===== src/rtl/div_unit_if.sv =====
// Handshake and operand bundle between the execute-stage control and the
// iterative divider.
interface div_unit_if #(
    parameter int DATA_WIDTH = 32
);
    logic                  start_i;
    logic [1:0]            op_i;
    logic [DATA_WIDTH-1:0] a_i;
    logic [DATA_WIDTH-1:0] b_i;
    logic                  kill_i;
    logic [DATA_WIDTH-1:0] res_o;
    logic                  busy_o;
    logic                  done_o;

    modport master (
        output start_i, op_i, a_i, b_i, kill_i,
        input  res_o, busy_o, done_o
    );

    modport slave (
        input  start_i, op_i, a_i, b_i, kill_i,
        output res_o, busy_o, done_o
    );
endinterface


===== src/rtl/div_unit.sv =====
// Iterative restoring radix-2 divider for div/divu/rem/remu, one quotient bit
// per cycle, with start/busy/done handshake and a pipeline kill.
module div_unit #(
    parameter int DATA_WIDTH = 32
) (
    input logic       clk_i,
    input logic       rst_i,
    div_unit_if.slave bus
);
    localparam int CW = $clog2(DATA_WIDTH) + 1;
    localparam logic [DATA_WIDTH-1:0] MIN_NEG = {1'b1, {(DATA_WIDTH-1){1'b0}}};
    localparam logic [1:0] OP_DIV  = 2'b00;
    localparam logic [1:0] OP_DIVU = 2'b01;
    localparam logic [1:0] OP_REM  = 2'b10;

    typedef enum logic [1:0] {IDLE, RUN, DONE} state_t;

    state_t                state_q, state_d;
    logic [1:0]            op_q;
    logic [DATA_WIDTH-1:0] dvd_q, dvs_q, quo_q, rem_q, res_q;
    logic [CW-1:0]         cnt_q;
    logic                  q_neg_q, r_neg_q;

    logic                  signed_op, div_zero, overflow, special;
    logic [DATA_WIDTH-1:0] a_mag, b_mag, special_res;
    logic [DATA_WIDTH:0]   part_rem;
    logic [DATA_WIDTH-1:0] trial, rem_nxt, quo_nxt, final_res;
    logic                  q_bit;

    // Operand decode at start: magnitudes and the fixed-latency special cases.
    always_comb begin
        signed_op   = ~bus.op_i[0];
        a_mag       = (signed_op && bus.a_i[DATA_WIDTH-1]) ? -bus.a_i : bus.a_i;
        b_mag       = (signed_op && bus.b_i[DATA_WIDTH-1]) ? -bus.b_i : bus.b_i;
        div_zero    = (bus.b_i == '0);
        overflow    = signed_op && (bus.a_i == MIN_NEG) && (bus.b_i == '1);
        special     = div_zero || overflow;
        if (div_zero) special_res = bus.op_i[1] ? bus.a_i : '1;
        else          special_res = bus.op_i[1] ? '0 : bus.a_i;
    end

    // One restoring step; the trial difference is exact in DATA_WIDTH bits
    // whenever it is kept, because the kept remainder is always below |b|.
    always_comb begin
        part_rem = {rem_q, dvd_q[DATA_WIDTH-1]};
        q_bit    = (part_rem >= {1'b0, dvs_q});
        trial    = part_rem[DATA_WIDTH-1:0] - dvs_q;
        rem_nxt  = q_bit ? trial : part_rem[DATA_WIDTH-1:0];
        quo_nxt  = {quo_q[DATA_WIDTH-2:0], q_bit};
        case (op_q)
            OP_DIV:  final_res = q_neg_q ? -quo_nxt : quo_nxt;
            OP_DIVU: final_res = quo_nxt;
            OP_REM:  final_res = r_neg_q ? -rem_nxt : rem_nxt;
            default: final_res = rem_nxt;
        endcase
    end

    // NOTE: every variable driven here gets a default first so no latch is inferred.
    always_comb begin
        state_d = state_q;
        case (state_q)
            IDLE:    if (bus.start_i) state_d = special ? DONE : RUN;
            RUN:     if (cnt_q == '0) state_d = DONE;
            default: state_d = IDLE;
        endcase
        if (bus.kill_i) state_d = IDLE;
    end

    // NOTE: sequential state uses non-blocking assignments only.
    always_ff @(posedge clk_i) begin
        if (rst_i) state_q <= IDLE;
        else       state_q <= state_d;
    end

    // NOTE: the datapath registers are all cleared by reset, since res_o is
    // architecturally visible and must read zero after reset.
    always_ff @(posedge clk_i) begin
        if (rst_i) begin
            op_q    <= '0;
            dvd_q   <= '0;
            dvs_q   <= '0;
            quo_q   <= '0;
            rem_q   <= '0;
            res_q   <= '0;
            cnt_q   <= '0;
            q_neg_q <= 1'b0;
            r_neg_q <= 1'b0;
        end else begin
            case (state_q)
                IDLE: if (bus.start_i && !bus.kill_i) begin
                    op_q    <= bus.op_i;
                    dvd_q   <= a_mag;
                    dvs_q   <= b_mag;
                    quo_q   <= '0;
                    rem_q   <= '0;
                    cnt_q   <= CW'(DATA_WIDTH - 1);
                    q_neg_q <= signed_op && (bus.a_i[DATA_WIDTH-1] ^ bus.b_i[DATA_WIDTH-1]);
                    r_neg_q <= signed_op && bus.a_i[DATA_WIDTH-1];
                    if (special) res_q <= special_res;
                end
                RUN: if (!bus.kill_i) begin
                    dvd_q <= {dvd_q[DATA_WIDTH-2:0], 1'b0};
                    rem_q <= rem_nxt;
                    quo_q <= quo_nxt;
                    cnt_q <= cnt_q - 1'b1;
                    if (cnt_q == '0) res_q <= final_res;
                end
                default: ;
            endcase
        end
    end

    assign bus.res_o  = res_q;
    assign bus.busy_o = (state_q != IDLE);
    assign bus.done_o = (state_q == DONE);
endmodule


===== src/flat_wrapper.sv =====
// flat-port wrapper written by rule: the top's interface ports become plain ports
module div_unit_flat 
#(
    parameter int DATA_WIDTH = 32
)
  (clk_i, rst_i, bus_start_i, bus_op_i, bus_a_i, bus_b_i, bus_kill_i, bus_res_o, bus_busy_o, bus_done_o);
  div_unit_if #(.DATA_WIDTH(DATA_WIDTH)) bus_i ();
  input logic clk_i;
  input logic rst_i;
  input wire logic [$bits(bus_i.start_i)-1:0] bus_start_i;
  input wire logic [$bits(bus_i.op_i)-1:0] bus_op_i;
  input wire logic [$bits(bus_i.a_i)-1:0] bus_a_i;
  input wire logic [$bits(bus_i.b_i)-1:0] bus_b_i;
  input wire logic [$bits(bus_i.kill_i)-1:0] bus_kill_i;
  output wire logic [$bits(bus_i.res_o)-1:0] bus_res_o;
  output wire logic [$bits(bus_i.busy_o)-1:0] bus_busy_o;
  output wire logic [$bits(bus_i.done_o)-1:0] bus_done_o;
  assign bus_i.start_i = bus_start_i;
  assign bus_i.op_i = bus_op_i;
  assign bus_i.a_i = bus_a_i;
  assign bus_i.b_i = bus_b_i;
  assign bus_i.kill_i = bus_kill_i;
  assign bus_res_o = bus_i.res_o;
  assign bus_busy_o = bus_i.busy_o;
  assign bus_done_o = bus_i.done_o;
  div_unit #(.DATA_WIDTH(DATA_WIDTH)) u_core (.clk_i(clk_i), .rst_i(rst_i), .bus(bus_i));
endmodule

===== config.mk =====
export PLATFORM = sky130hd
export DESIGN_NAME = div_unit_flat
export DESIGN_NICKNAME = d
export VERILOG_FILES = /design/src/rtl/div_unit_if.sv /design/src/rtl/div_unit.sv /design/src/flat_wrapper.sv
export SDC_FILE = /design/constraint.sdc
export NUM_CORES = 1
export LEC_CHECK = 0
export ABC_AREA = 0
export ABC_CLOCK_PERIOD_IN_PS = 6150
export BUFFER_PORTS_ARGS = -buffer_cell sky130_fd_sc_hd__buf_2
export CORE_UTILIZATION = 25
export DETAILED_ROUTE_END_ITERATION = 12
export REMOVE_ABC_BUFFERS = 1
export SYNTH_ARGS = -nofsm -noshare
export SYNTH_HDL_FRONTEND = slang
export SYNTH_SLANG_ARGS = --single-unit

===== constraint.sdc =====
create_clock -name clk_i -period 6.15 [get_ports clk_i]
set_input_delay 0.615 -clock clk_i [delete_from_list [all_inputs] [get_ports clk_i]]
set_output_delay 0.615 -clock clk_i [all_outputs]
set_load 0.05 [all_outputs]

==> reports/qor.txt <==
register area = 3420 um^2
Critical Path Source Type = flop
dpl cell area = 13700 um^2
hold_ws = 448 ps
Post-synth ARST share = 0
area growth from synthesis to layout = 12.8%
share of post-route cells with drive strength above 1 = 0.107
Seq/Total Area, Yosys = 0.270
drt first-iter violations = 1546
# setup viols final = 0
htree depth = 4
area leader, netlist = dfxtp_1
wire per inst = 17.9 um
height of the die = 227 um
Finished Core Util = 0.286
Clock Latency Late Sink = 460 ps
Design Power = 3.12 mW
GRT overflow = 0
Post-Synthesis Cells = 1730
Tcrit/Tclk final = 0.730
Slew @ Worst Pin = 1110 ps
Critical Path RT = 6530 ps
first-pass GRT wire length = 67.9 mm
Arr. time, crit path = 4870 ps
WS Path Type = flop to flop
PD cells = 218 nW/um^2
Multi-input gate area = 8580 um^2
clock sink total = 171
GPL Wtd Cong = 0.917
Clock Skew = 12.9 ps
TritonCTS Buffers = 17
Max Cap Viol = 0
CTS tree = done
total core area = 50100 um^2
DPL Wire Length = 32.3 mm
YS warnings = 0
type of the worst min-delay path = primary input to flop
all-layer global routing usage = 0.169
pin count of the biggest net entering global routing = 102
Period minus WS final = 4490 ps
Clock Pin Slew Worst Setup and Hold Paths = 80 ps
cts repair resizes = 0
Yosys cell types = 90
vias in the first global route = 11800
post-synthesis register bit count = 171
drc violations = 0
status = finished, final reports clean
synth top area cells = dfxtp_1, nor2_1, a21oi_1, a211oi_1, xor2_1
slowest CP cell = ha_1
Fmax = 223 MHz
Die X = 227 um
Peak VDD IR = 209 uV
Slew HR = 0.262
Fin. Hold Viols = 0
CTS Root Cell = clkbuf_16
port bufs = 103
worst stage delay on the critical path = 530 ps
drt via density = 5.32
Fill cells = 5505
Final Max Tran Viols = 0
Critical Path Fanout Max = 45
crit path cell chain = ha_1, nand4_1, nor2_1, o2111ai_4, a311oi_4, or2_1, buf_4, nand3_1, o22ai_1, and4b_1, mux2i_1, a2111o_1, a211oi_2
nets = 1851
initial antenna violation count = 0
CP endpoint kind = flop
# IOs = 104
die area = 51600 um^2
Post-synth EDFFs = 0
share of the synthesized area in the top cell type = 0.270
Antenna Nets Post-Route = 0
Syn Area/Cell = 7.33 um^2
Primary FF master, synth = dfxtp_1
ant diodes = 0
Hold-fix buffers, CTS = 0
via count = 12900
Initial Util = 0.253
Pleak = 5.33 nW
unrepaired setup endpoints after global routing = no
final wirelength = 43.5 mm
Setup Fix Bufs, Post-CTS = 0
Max clock buf depth = 2
final instance area = 14300 um^2
cell row count = 82
DRT Pass-1 Iters = 5
Cell Area, Synth = 12700 um^2
==> final timing paths <==
check | start | end | slack (ps) | cells past startpoint
worst min-delay path | bus_b_i[0] | u_core.dvs_q[0] | 450 | 3
worst min register to register | u_core.bus.res_o[0] | u_core.bus.res_o[0] | 460 | 2
worst max-delay path | u_core.rem_q[7] | u_core.bus.res_o[26] | 1660 | 13
worst max register to register | u_core.rem_q[7] | u_core.bus.res_o[26] | 1660 | 13
==> layout by cell type (no fill, tap or decap), types with 19 or more instances in the layout <==
cell and count:
a211oi_1 75, a21oi_1 161, a22oi_1 57, a31oi_1 23, buf_2 102, dfxtp_1 170, ha_1 38, inv_1 54
maj3_1 22, nand2_1 127, nand3_1 21, nand4_1 22, nor2_1 276, nor3_1 48, o211ai_1 19, o21ai_0 86
or3_1 25, xnor2_1 61, xor2_1 64
==> sequential cells by signal, indices dropped and copies added, names as in the netlist <==
register          flops
u_core.quo_q         31
u_core.op_q           2
u_core.q_neg_q        1
u_core.bus.res_o     32
u_core.r_neg_q        1
u_core.dvs_q         32
u_core.state_q        2
u_core.cnt_q          6
u_core.rem_q         32
u_core.dvd_q         32
==> per-layer routing <==
metal  wire [um]  vias up  GRT usage
met5           0        -          0
met4         874        0     0.0502
met3        2740       46     0.0272
met2       19300      477      0.262
met1       20600     6066      0.238
li1            -     6310          -
==> synthesized netlist by cell type, drive strengths merged (5+ instances only) <==
library cell  number
ha                38
dfxtp            171
nand2b            16
nor4              17
a21o              17
a21oi            161
buf               30
nand4             22
a21boi             5
nand3b             5
and3               9
and2               8
o22ai              7
xnor2             61
nor2b             16
a211oi            76
nand2            127
o21a               5
or4                9
xor2              64
o221ai             6
a22oi             57
o21ai             89
nand3             23
inv               54
or2                7
nor2             278
a2111oi            5
maj3              22
or3               25
a31o               6
a31oi             23
o41ai              9
o31ai             18
clkbuf            96
a311oi            14
mux2i             10
nor3              49
o211ai            19
==> kinds of logic (layout without fill, tap and decap cells) <==
logic type,Yosys count,count (layout),share of synthesized area
muxes,14,14,0.0114
AOI/OAI and AO/OA,556,556,0.293
xor gates and xnor gates,125,125,0.0863
DFF,171,171,0.270
adders and majority gates,61,61,0.0564
and+or+nand+nor,623,623,0.226
buffers and inverters,180,204,0.0567
==> worst max-delay path, delay by kind of cell (launching register included) <==
| family | cells | cell delay (ps) |
|---|---|---|
| AOI/OAI and AO/OA | 5 | 1450 |
| DFF | 1 | 360 |
| and+or+nand+nor | 5 | 1460 |
| buffers and inverters | 1 | 480 |
| muxes | 1 | 120 |
| adders and majority gates | 1 | 530 |
==> area by class of cell <==
cell class                      instances  area share
Timing Repair Buffer                  119      0.0449
Clock inverter                         13      0.0126
Clock buffer                           18      0.0300
Sequential cell                       171       0.239
Tap cell                              672      0.0588
Inverter                               54      0.0142
Multi-Input combinational cell       1379       0.600
==> through the flow <==
stage | TNS, ps | worst slack, ps | instances
floorplan | -496740 | -5170 | 1604
global placement | 0 | 1820 | 2395
detailed placement | 0 | 1770 | 2395
CTS | 0 | 1740 | 2426
global route | 0 | 1330 | 2426
finish | 0 | 1660 | 2426
==> power by group <==
part | switching [mW] | internal [mW]
clock network | 0.518 | 0.650
logic | 0.522 | 0.258
registers | 0.0279 | 1.15
(Power assumes the default switching activity.)
